$ cat config.mk
export PLATFORM = sky130hd
export DESIGN_NAME = spi_target
export DESIGN_NICKNAME = d
export VERILOG_FILES = /design/src/rtl/spi_target.sv
export SDC_FILE = /design/constraint.sdc
export NUM_CORES = 1
export LEC_CHECK = 0
export CAP_MARGIN = 20
export CORE_AREA = 2 2 112 114
export DETAILED_ROUTE_END_ITERATION = 7
export DIE_AREA = 0 0 114 116
export PLACE_DENSITY = 0.94
export SLEW_MARGIN = 10
export SYNTH_ARGS = -nofsm -noshare
export SYNTH_HDL_FRONTEND = slang
export SYNTH_SLANG_ARGS = --single-unit
$ cat constraint.sdc
create_clock -name clk -period 7.9 [get_ports clk]
set_input_delay 0.79 -clock clk [delete_from_list [all_inputs] [get_ports clk]]
set_output_delay 0.79 -clock clk [all_outputs]
set_load 0.02 [all_outputs]
$ cat src/rtl/spi_target.sv
// spi_target: SPI peripheral endpoint oversampled on clk; bytes MSbit first, words LSByte first
// Ports:
//   clk, rst                       system clock, async active-high reset
//   spi_cs_n, spi_sclk, spi_mosi   async SPI pins (synchronised inside)
//   spi_miso, spi_miso_oe          target data out and its enable while selected
//   wordsize                       1 = 32-bit words, 0 = bytes; latched at frame start
//   tx_data, tx_wr, tx_full        tx holding register write port and occupancy
//   tx_underrun                    pulse when a word starts with the holding register empty
//   rx_data, rx_valid              last completed word and its update pulse
//   busy                           frame in progress
module spi_target (
    input  logic        clk,
    input  logic        rst,
    input  logic        spi_cs_n,
    input  logic        spi_sclk,
    input  logic        spi_mosi,
    output logic        spi_miso,
    output logic        spi_miso_oe,
    input  logic        wordsize,
    input  logic [31:0] tx_data,
    input  logic        tx_wr,
    output logic        tx_full,
    output logic        tx_underrun,
    output logic [31:0] rx_data,
    output logic        rx_valid,
    output logic        busy
);
    typedef enum logic {S_IDLE, S_ACTIVE} state_t;
    state_t      r_state, w_state_next;
    logic [1:0]  r_cs_s, r_sclk_s, r_mosi_s;
    logic        r_cs_d, r_sclk_d;
    logic        r_ws, r_rose, r_full, r_underrun, r_rx_valid, r_miso, r_oe;
    logic [4:0]  r_cnt;
    logic [31:0] r_tx_sh, r_rx_sh, r_hold, r_rx_data;
    logic        w_start, w_end, w_act, w_rise, w_fall, w_last, w_load;
    logic [4:0]  w_pos;
    logic [31:0] w_load_word, w_rx_next;

    assign w_start     = (r_state == S_IDLE) & r_cs_d & ~r_cs_s[1];
    assign w_end       = (r_state == S_ACTIVE) & ~r_cs_d & r_cs_s[1];
    assign w_act       = (r_state == S_ACTIVE) & ~w_end;
    assign w_rise      = w_act & ~r_sclk_d & r_sclk_s[1];
    // only a falling edge that follows a rising edge advances miso
    assign w_fall      = w_act & r_sclk_d & ~r_sclk_s[1] & r_rose;
    assign w_last      = r_cnt == (r_ws ? 5'd31 : 5'd7);
    // bit index -> data position: bytes ascend, bits within a byte descend
    assign w_pos       = {r_cnt[4:3], ~r_cnt[2:0]};
    // counter already wrapped to 0 means this falling edge begins a new word
    assign w_load      = w_start | (w_fall & (r_cnt == 5'd0));
    assign w_load_word = r_full ? r_hold : (tx_wr ? tx_data : 32'hFFFF_FFFF);
    assign w_state_next = (r_state == S_IDLE) ? (w_start ? S_ACTIVE : S_IDLE)
                                              : (w_end ? S_IDLE : S_ACTIVE);

    always_comb begin
        w_rx_next = r_rx_sh;
        w_rx_next[w_pos] = r_mosi_s[1];
    end

    always_ff @(posedge clk or posedge rst) begin
        if (rst) r_state <= S_IDLE;
        else     r_state <= w_state_next;
    end

    always_ff @(posedge clk or posedge rst) begin
        if (rst) begin
            r_cs_s     <= 2'b11;
            r_sclk_s   <= 2'b11;
            r_mosi_s   <= 2'b11;
            r_cs_d     <= 1'b1;
            r_sclk_d   <= 1'b1;
            r_ws       <= 1'b0;
            r_rose     <= 1'b0;
            r_full     <= 1'b0;
            r_underrun <= 1'b0;
            r_rx_valid <= 1'b0;
            r_miso     <= 1'b1;
            r_oe       <= 1'b0;
            r_cnt      <= 5'd0;
            r_tx_sh    <= 32'd0;
            r_rx_sh    <= 32'd0;
            r_hold     <= 32'd0;
            r_rx_data  <= 32'd0;
        end else begin
            r_cs_s     <= {r_cs_s[0], spi_cs_n};
            r_sclk_s   <= {r_sclk_s[0], spi_sclk};
            r_mosi_s   <= {r_mosi_s[0], spi_mosi};
            r_cs_d     <= r_cs_s[1];
            r_sclk_d   <= r_sclk_s[1];
            r_rx_valid <= 1'b0;
            r_underrun <= 1'b0;
            // a write lands in holding when it is free, or when a load vacates it this cycle
            if (tx_wr && (w_load == r_full)) r_hold <= tx_data;
            r_full <= w_load ? (r_full & tx_wr) : (r_full | tx_wr);
            if (w_load) begin
                r_tx_sh    <= w_load_word;
                r_underrun <= ~r_full & ~tx_wr;
            end
            if (w_start) begin
                r_ws   <= wordsize;
                r_cnt  <= 5'd0;
                r_rose <= 1'b0;
                r_oe   <= 1'b1;
                r_miso <= w_load_word[7];
            end
            if (w_end) begin
                r_oe   <= 1'b0;
                r_miso <= 1'b1;
            end
            if (w_rise) begin
                r_rx_sh <= w_rx_next;
                r_rose  <= 1'b1;
                r_cnt   <= w_last ? 5'd0 : r_cnt + 5'd1;
                if (w_last) begin
                    r_rx_data  <= r_ws ? w_rx_next : {24'd0, w_rx_next[7:0]};
                    r_rx_valid <= 1'b1;
                end
            end
            if (w_fall) begin
                r_rose <= 1'b0;
                r_miso <= (r_cnt == 5'd0) ? w_load_word[7] : r_tx_sh[w_pos];
            end
        end
    end

    assign spi_miso    = r_miso;
    assign spi_miso_oe = r_oe;
    assign tx_full     = r_full;
    assign tx_underrun = r_underrun;
    assign rx_data     = r_rx_data;
    assign rx_valid    = r_rx_valid;
    assign busy        = r_state == S_ACTIVE;
endmodule

==> key figures, run 1 <==
Routing
  – # DRC: 0
  – Routed wire length: 15.8 mm
  – WL/cell: 17.4 um
  – DRT Pass-1 Iters: 5
  – DR vias/cell: 6.05
  – Via count: 5490
  – Final ANT Viol Nets: 0
  – DRT iter0 DRCs: about 470

Global route
  – Gr usage total: 25.1%
  – Initial antenna violation count: 0
  – Grt ovf: 0
  – Largest net degree at the start of global routing: 84
  – Global-route wire length before repair: 26.0 mm
  – Vias in the first global route: 5424

STA
  – Fmax: 251 MHz
  – RSZ-0062 raised after global routing: no
  – Max-slew violations: 0
  – Setup violations, final: 0
  – Skew final: 0.00371 ns
  – Setup TNS: 0 ns
  – Worst-Margin Slew: about 1.1 ns
  – Final Cycle Share: 50.4%
  – Max-slew headroom: between 20% and 30%
  – Min Tclk post-route: 3.98 ns
  – Final-report hold violation count: 0

Cells and area
  – Number of fillers in the final layout: 796
  – Area Overhead vs Synth: 19.1%
  – Antenna cells: 0
  – Multi-input gate area: between 0.003 and 0.004 sq mm
  – Final core occ: 71.9%
  – Final nets: 791
  – Register area: ~0.0037 sq mm
  – Layout cells sized above 1: between 10% and 20%

Floorplan
  – Chip width: 114 um
  – Starting density of the core: 60.3%
  – DIE AREA: roughly 0.013 sq mm
  – Core area: between 0.01 and 0.015 sq mm
  – Top-Level Pins: 77
  – Placement Rows: 40
  – Die Y: 116 um

Power
  – Leak Pwr: 0.00377 uW
  – Tot Pwr: 2200 uW
  – Max VDD drop: 0.000215 V
  – Power Density: 257 mW/mm^2

Clock tree
  – Max clock buf depth: 2
  – Num CTS Buffers: 17
  – # H-tree levels: 4
  – Clk_lat worst skew: 0.42 ns
  – Hold-fix buffers at CTS: 0
  – TritonCTS clock tree: done
  – Clock transition at path regs: 0.06 ns
  – Post-CTS resize count: 0
  – CTS sink cnt: 149
  – Setup Buffers After CTS: 0
  – Clk root buf: clkbuf_16

Placed design
  – I/O Buffers: 76
  – GP Congestion: 0.810
  – DP HPWL: about 9.8 mm

Critical path
  – Worst R2R Path Depth: 8
  – WP buf/inv: 3
  – Setup CP Type: flop to flop
  – Max stage delay on crit path: roughly 0.80 ns
  – Critical Path AT: 4.28 ns
  – Startpoint of the worst register-to-register path: r_cnt[0]
  – CP endpoint kind: flop
  – Slowest cell on the critical path: dfrtp_1
  – Critical Path Fanout Max: 68
  – CP cell instances: inv_1 > ha_1 > nor4b_4 > a41oi_4 > buf_4 > mux2i_4 > buf_16 > mux2_1
  – Crit path max-delay family: multiplexers
  – Required time of the worst setup path: just over 8 ns
  – Worst setup SP type: flop
  – CP Depth: 8
  – CP Launch Point: r_cnt[0]

Yosys
  – Syn avg cell area: 10.1 sq um
  – Seq/Total Area, Yosys: 52.0%
  – Most frequent cell after synthesis: dfrtp_1
  – Ys Warns: 0
  – Synth Flop Type: dfrtp_1
  – Library cells used by synthesis: 44
  – Asr flop ratio synth: between 90% and 100%
  – Commonest cells in the netlist: 140 x dfrtp_1, 107 x nand2_1, 85 x a21oi_1
  – Synth area leader: dfrtp_1
  – Syn Nets: 752
  – Synth area leaders: dfrtp_1 49%, mux2_2 6.4%, a21oi_1 5.9%
  – Yosys reg bits: 149
  – Number of synthesized flops with an enable pin: 0
  – Cell count after synthesis: ~710
  – Yosys top cell area share: roughly 50%
  – Area of the mapped netlist: 0.00719 sq mm

Run
  – Max-Cap Viols: 0

Hold path
  – Hold path cells: 0
  – HP Class: flop to flop
  – Hold_sp: r_sclk_s[0]

Status
  – Outcome: completed
## final timing paths
path / slack [ns] / to
max: 3.92 / r_hold[16]
max reg2reg: 3.92 / r_hold[16]
min: 0.36 / r_sclk_s[1]
min reg2reg: 0.36 / r_sclk_s[1]
min in group asynchronous: 0.82 / r_hold[13]
max in group asynchronous: 5.99 / r_mosi_s[0]
## through the flow
stage                     hold WS (ns)  std cells  area (sq um)  setup slack [ns]
after floorplan                  0.345        709          7190              3.12
after global placement           0.347        873          7890              4.00
after detailed placement         0.349        873          7890              3.80
after CTS                        0.358        905          8490              3.79
after global routing             0.363        908          8560              3.69
final                            0.358        908          8560              3.92
## registers in the layout, summed over array words and instances (netlist names), 2 cells and up
| signal | count |
|---|---|
| r_tx_sh | 32 |
| r_sclk_s | 2 |
| r_hold | 32 |
| r_mosi_s | 2 |
| r_cnt | 5 |
| rx_data | 32 |
| r_cs_s | 2 |
| r_rx_sh | 32 |
## power breakdown
group | internal, uW | switching [uW] | total, uW
Combinational | 181 | 196 | 376
Clock | 506 | 297 | 804
Sequential | 902 | 121 | 1020
## per-layer routing
metal	share of wire (%)	GRT usage [%]	vias to the layer above
met5	0	0	-
met4	2.0	10.2	0
met3	5.7	5.70	36
met2	52	43.0	206
met1	40	31.2	2710
li1	-	-	2538
## area by class of cell
cell class / instances / area share [%]
clock inverter: 7 / 1.10
timing repair buffer: 84 / 10.1
multi-input combinational: 460 / 35.4
sequential: 149 / 43.7
tap: 147 / 2.15
inverter: 36 / 1.64
clock buffer: 25 / 5.90
## kinds of logic (layout without fill, tap and decap cells)
group,Yosys count,count (layout),share of synthesized area [%]
DFF,149,149,52.0
AOI/OAI and AO/OA,174,174,14.4
adders and majority gates,6,6,0.975
muxes,87,87,14.2
buffers and inverters,100,152,5.81
and+or+nand+nor,193,193,12.6
## placed cells by master, fill, tap and decap left out, drive strengths merged, types with 2 or more instances in the layout
| master | count |
|---|---|
| a21o | 2 |
| and3 | 3 |
| dfstp | 9 |
| clkinvlp | 2 |
| a22o | 27 |
| inv | 36 |
| nor3 | 5 |
| o21ai | 46 |
| dfrtp | 140 |
| a211oi | 4 |
| nand2 | 107 |
| maj3 | 2 |
| clkdlybuf4s50 | 75 |
| o21a | 2 |
| o211ai | 2 |
| nand2b | 2 |
| mux4 | 4 |
| and3b | 4 |
| nand3 | 52 |
| ha | 4 |
| buf | 9 |
| bufinv | 2 |
| clkinv | 3 |
| nor2 | 7 |
| a41oi | 2 |
| or2 | 2 |
| clkbuf | 25 |
| mux2 | 72 |
| nor3b | 4 |
| a21oi | 85 |
| mux2i | 11 |
(Power assumes the default switching activity.)
==> run 2, diff against run 1 <==
Settings changed: CORE_AREA 2 2 112 114 to 2 2 122 124, DIE_AREA 0 0 114 116 to 0 0 124 126, PLACE_DENSITY 0.94 to 0.85.
Clock period 7.9 ns to 3.57 ns, I/O delays scaled along.
==> run 2 against run 1 <==
Compared with the run above:
- final cell count is 4.7% higher
- sequential power grew 120%
- die area up 18%
- clock power up 130%
- hold slack got worse by 0.030 ns
- power increased by 130%
- non-clock buffer count grew 6
- worst setup slack lost 3.0 ns
- sequential share of layout area decreased by 0.46 points
- routed wire length is 1.9% lower
- global-route usage down 3.6 points
- utilization shrank 11 points
- largest cell class unchanged
- highest routed layer unchanged
==> key figures, run 2 (same netlist as run 1, synthesis figures left out) <==
Status
  – Outcome: completed (unchanged)

Routing
  – Routed wire length: 15.5 mm (was 15.8 mm)
  – Final ANT Viol Nets: 0 (unchanged)
  – DR vias/cell: 5.59 (was 6.05)
  – Via count: 5318 (was 5490)
  – WL/cell: 16.3 um (was 17.4 um)
  – # DRC: 0 (unchanged)
  – DRT Pass-1 Iters: 5 (unchanged)
  – DRT iter0 DRCs: 435 (was 467)

Clock tree
  – Max clock buf depth: 2 (unchanged)
  – CTS sink cnt: 149 (unchanged)
  – # H-tree levels: 4 (unchanged)
  – Post-CTS resize count: 0 (unchanged)
  – Hold-fix buffers at CTS: 0 (unchanged)
  – Clk_lat worst skew: 0.43 ns (was 0.42 ns)
  – Clk root buf: clkbuf_16 (unchanged)
  – Clock transition at path regs: 0.06 ns (about the same)
  – Num CTS Buffers: 17 (unchanged)
  – Setup Buffers After CTS: 0 (unchanged)
  – TritonCTS clock tree: done (unchanged)

Floorplan
  – Top-Level Pins: 77 (unchanged)
  – Core area: 0.0143 sq mm (was 0.0119 sq mm)
  – Chip width: 124 um (was 114 um)
  – Die Y: 126 um (was 116 um)
  – Placement Rows: 44 (was 40)
  – Starting density of the core: 50.2% (was 60.3%)
  – DIE AREA: 0.0156 sq mm (was 0.0132 sq mm)

Critical path
  – Max stage delay on crit path: 0.61 ns (was 0.80 ns)
  – CP cell instances: inv_1 > ha_1 > nor4b_4 > a41oi_4 > mux2i_4 > buf_4 > mux2_1 (was inv_1 > ha_1 > nor4b_4 > a41oi_4 > buf_4 > mux2i_4 > buf_16 > mux2_1)
  – Critical Path Fanout Max: 32 (was 68)
  – CP endpoint kind: flop (unchanged)
  – Slowest cell on the critical path: dfrtp_1 (unchanged)
  – Worst setup SP type: flop (unchanged)
  – Required time of the worst setup path: 3.88 ns (was 8.20 ns)
  – Setup CP Type: flop to flop (unchanged)
  – Critical Path AT: 2.97 ns (was 4.28 ns)

Placed design
  – I/O Buffers: 76 (unchanged)
  – Placed cell count: 918 (was 873)
  – GP Congestion: 0.774 (was 0.810)
  – Area post-placement: 0.00801 sq mm (was 0.00789 sq mm)
  – DP HPWL: 9.91 mm (was 9.79 mm)

STA
  – RSZ-0062 raised after global routing: no (unchanged)
  – Setup TNS: 0 ns (unchanged)
  – Final-report hold violation count: 0 (unchanged)
  – Min Tclk post-route: 2.66 ns (was 3.98 ns)
  – Final Cycle Share: 74.6% (was 50.4%)
  – Max-slew violations: 0 (unchanged)
  – Fmax: 376 MHz (was 251 MHz)
  – Max-slew headroom: 32.4% (was 30.0%)
  – Worst-Margin Slew: 1.01 ns (was 1.05 ns)
  – Skew final: 0.00489 ns (was 0.00371 ns)
  – Setup violations, final: 0 (unchanged)

Cells and area
  – Commonest cells after routing, fill and taps aside: 139 x dfrtp_1, 107 x nand2_1, 85 x a21oi_1, 76 x clkdlybuf4s50_1, 52 x nand3_1 (was 139 x dfrtp_1, 107 x nand2_1, 85 x a21oi_1, 75 x clkdlybuf4s50_1, 52 x nand3_1)
  – Post-Layout Cell Count: 951 (was 908)
  – Final nets: 797 (was 791)
  – Area Overhead vs Synth: 20.4% (was 19.1%)
  – Design area: 0.00865 sq mm (was 0.00856 sq mm)
  – Antenna cells: 0 (unchanged)
  – Commonest non-fill, non-tap cell in the layout: dfrtp_1 (unchanged)
  – Layout cells sized above 1: 14.3% (was 13.4%)
  – Number of fillers in the final layout: 1158 (was 796)

Power
  – Tot Pwr: 4960 uW (was 2200 uW)
  – Max VDD drop: 0.000405 V (was 0.000215 V)
  – Leak Pwr: 0.00380 uW (was 0.00377 uW)
  – Power Density: 574 mW/mm^2 (was 257 mW/mm^2)

Global route
  – Vias in the first global route: 5171 (was 5424)
  – Grt ovf: 0 (unchanged)
  – Largest net degree at the start of global routing: 72 (was 84)
  – Global-route wire length before repair: 26.0 mm (about the same)
  – Gr usage total: 21.5% (was 25.1%)
  – Initial antenna violation count: 0 (unchanged)

Hold path
  – HP Class: primary input to flop (was flop to flop)

Run
  – Max-Cap Viols: 0 (unchanged)
==> run 2: changes by cell type in the layout (fill, tap and decap cells not counted), moves of 2 or more <==
| cell | before | now |
|---|---|---|
| clkbuf_1 | 3 | 0 |
| clkbuf_8 | 5 | 1 |
| buf_16 | 2 | 0 |
| clkinv_2 | 2 | 5 |
| buf_4 | 5 | 12 |
| bufinv_16 | 2 | 4 |
| clkinvlp_4 | 2 | 5 |
==> run 2: metal layers <==
metal  vias up  track usage (%)  part of all wire (%)
met5         -                0                     0
met4         0             7.20                   1.2
met2       181             33.6                    50
li1       2556                -                     -
met3        15             5.71                   5.2
met1      2566             29.1                    43
==> run 2: cell type report <==
type	count	area, sq um	area share, %
flip-flops and latches	149	3740	43.2
repair buffers	90	891	10.3
well taps	184	230	2.66
clock inverters	14	184	2.13
inverters	36	139	1.60
multi-input cells	460	3030	35.0
clock buffers	18	439	5.08
==> run 2: where the power goes <==
part / switching, uW / internal (uW)
Combinational: 439 / 404
Clock: 698 / 1180
Sequential: 249 / 2000
==> run 2: final timing paths <==
| path | from | endpoint | slack (ns) | depth (start not counted) |
|---|---|---|---|---|
| min in group asynchronous | rst | r_rx_sh[9] | 0.42 | 2 |
| setup reg to reg | r_cnt[1] | r_hold[12] | 0.91 | 7 |
| max in group asynchronous | rst | tx_full | 2.31 | 3 |
| setup / recovery | r_cnt[1] | r_hold[12] | 0.91 | 7 |
| hold / removal | spi_sclk | r_sclk_s[0] | 0.33 | 1 |
| hold reg to reg | r_sclk_s[0] | r_sclk_s[1] | 0.36 | 0 |
==> run 2: metrics by stage <==
stage	setup slack, ns	utilization (%)	hold WS [ns]
after global routing	0.789	60.5	0.307
after global placement	0.895	56.0	0.346
after CTS	0.795	60.3	0.309
final	0.908	60.5	0.327
after floorplan	1.14	-	0.345
after detailed placement	0.828	56.0	0.348
==> run 2: critical path, delay by kind of cell (launching register included) <==
family	cells	cell delay, ns
buffers and inverters	2	0.59
flip-flops	1	0.61
AO/OA/AOI/OAI	1	0.30
adder cells (fa/ha/maj)	1	0.23
multiplexers	2	0.64
AND/OR/NAND/NOR	1	0.16
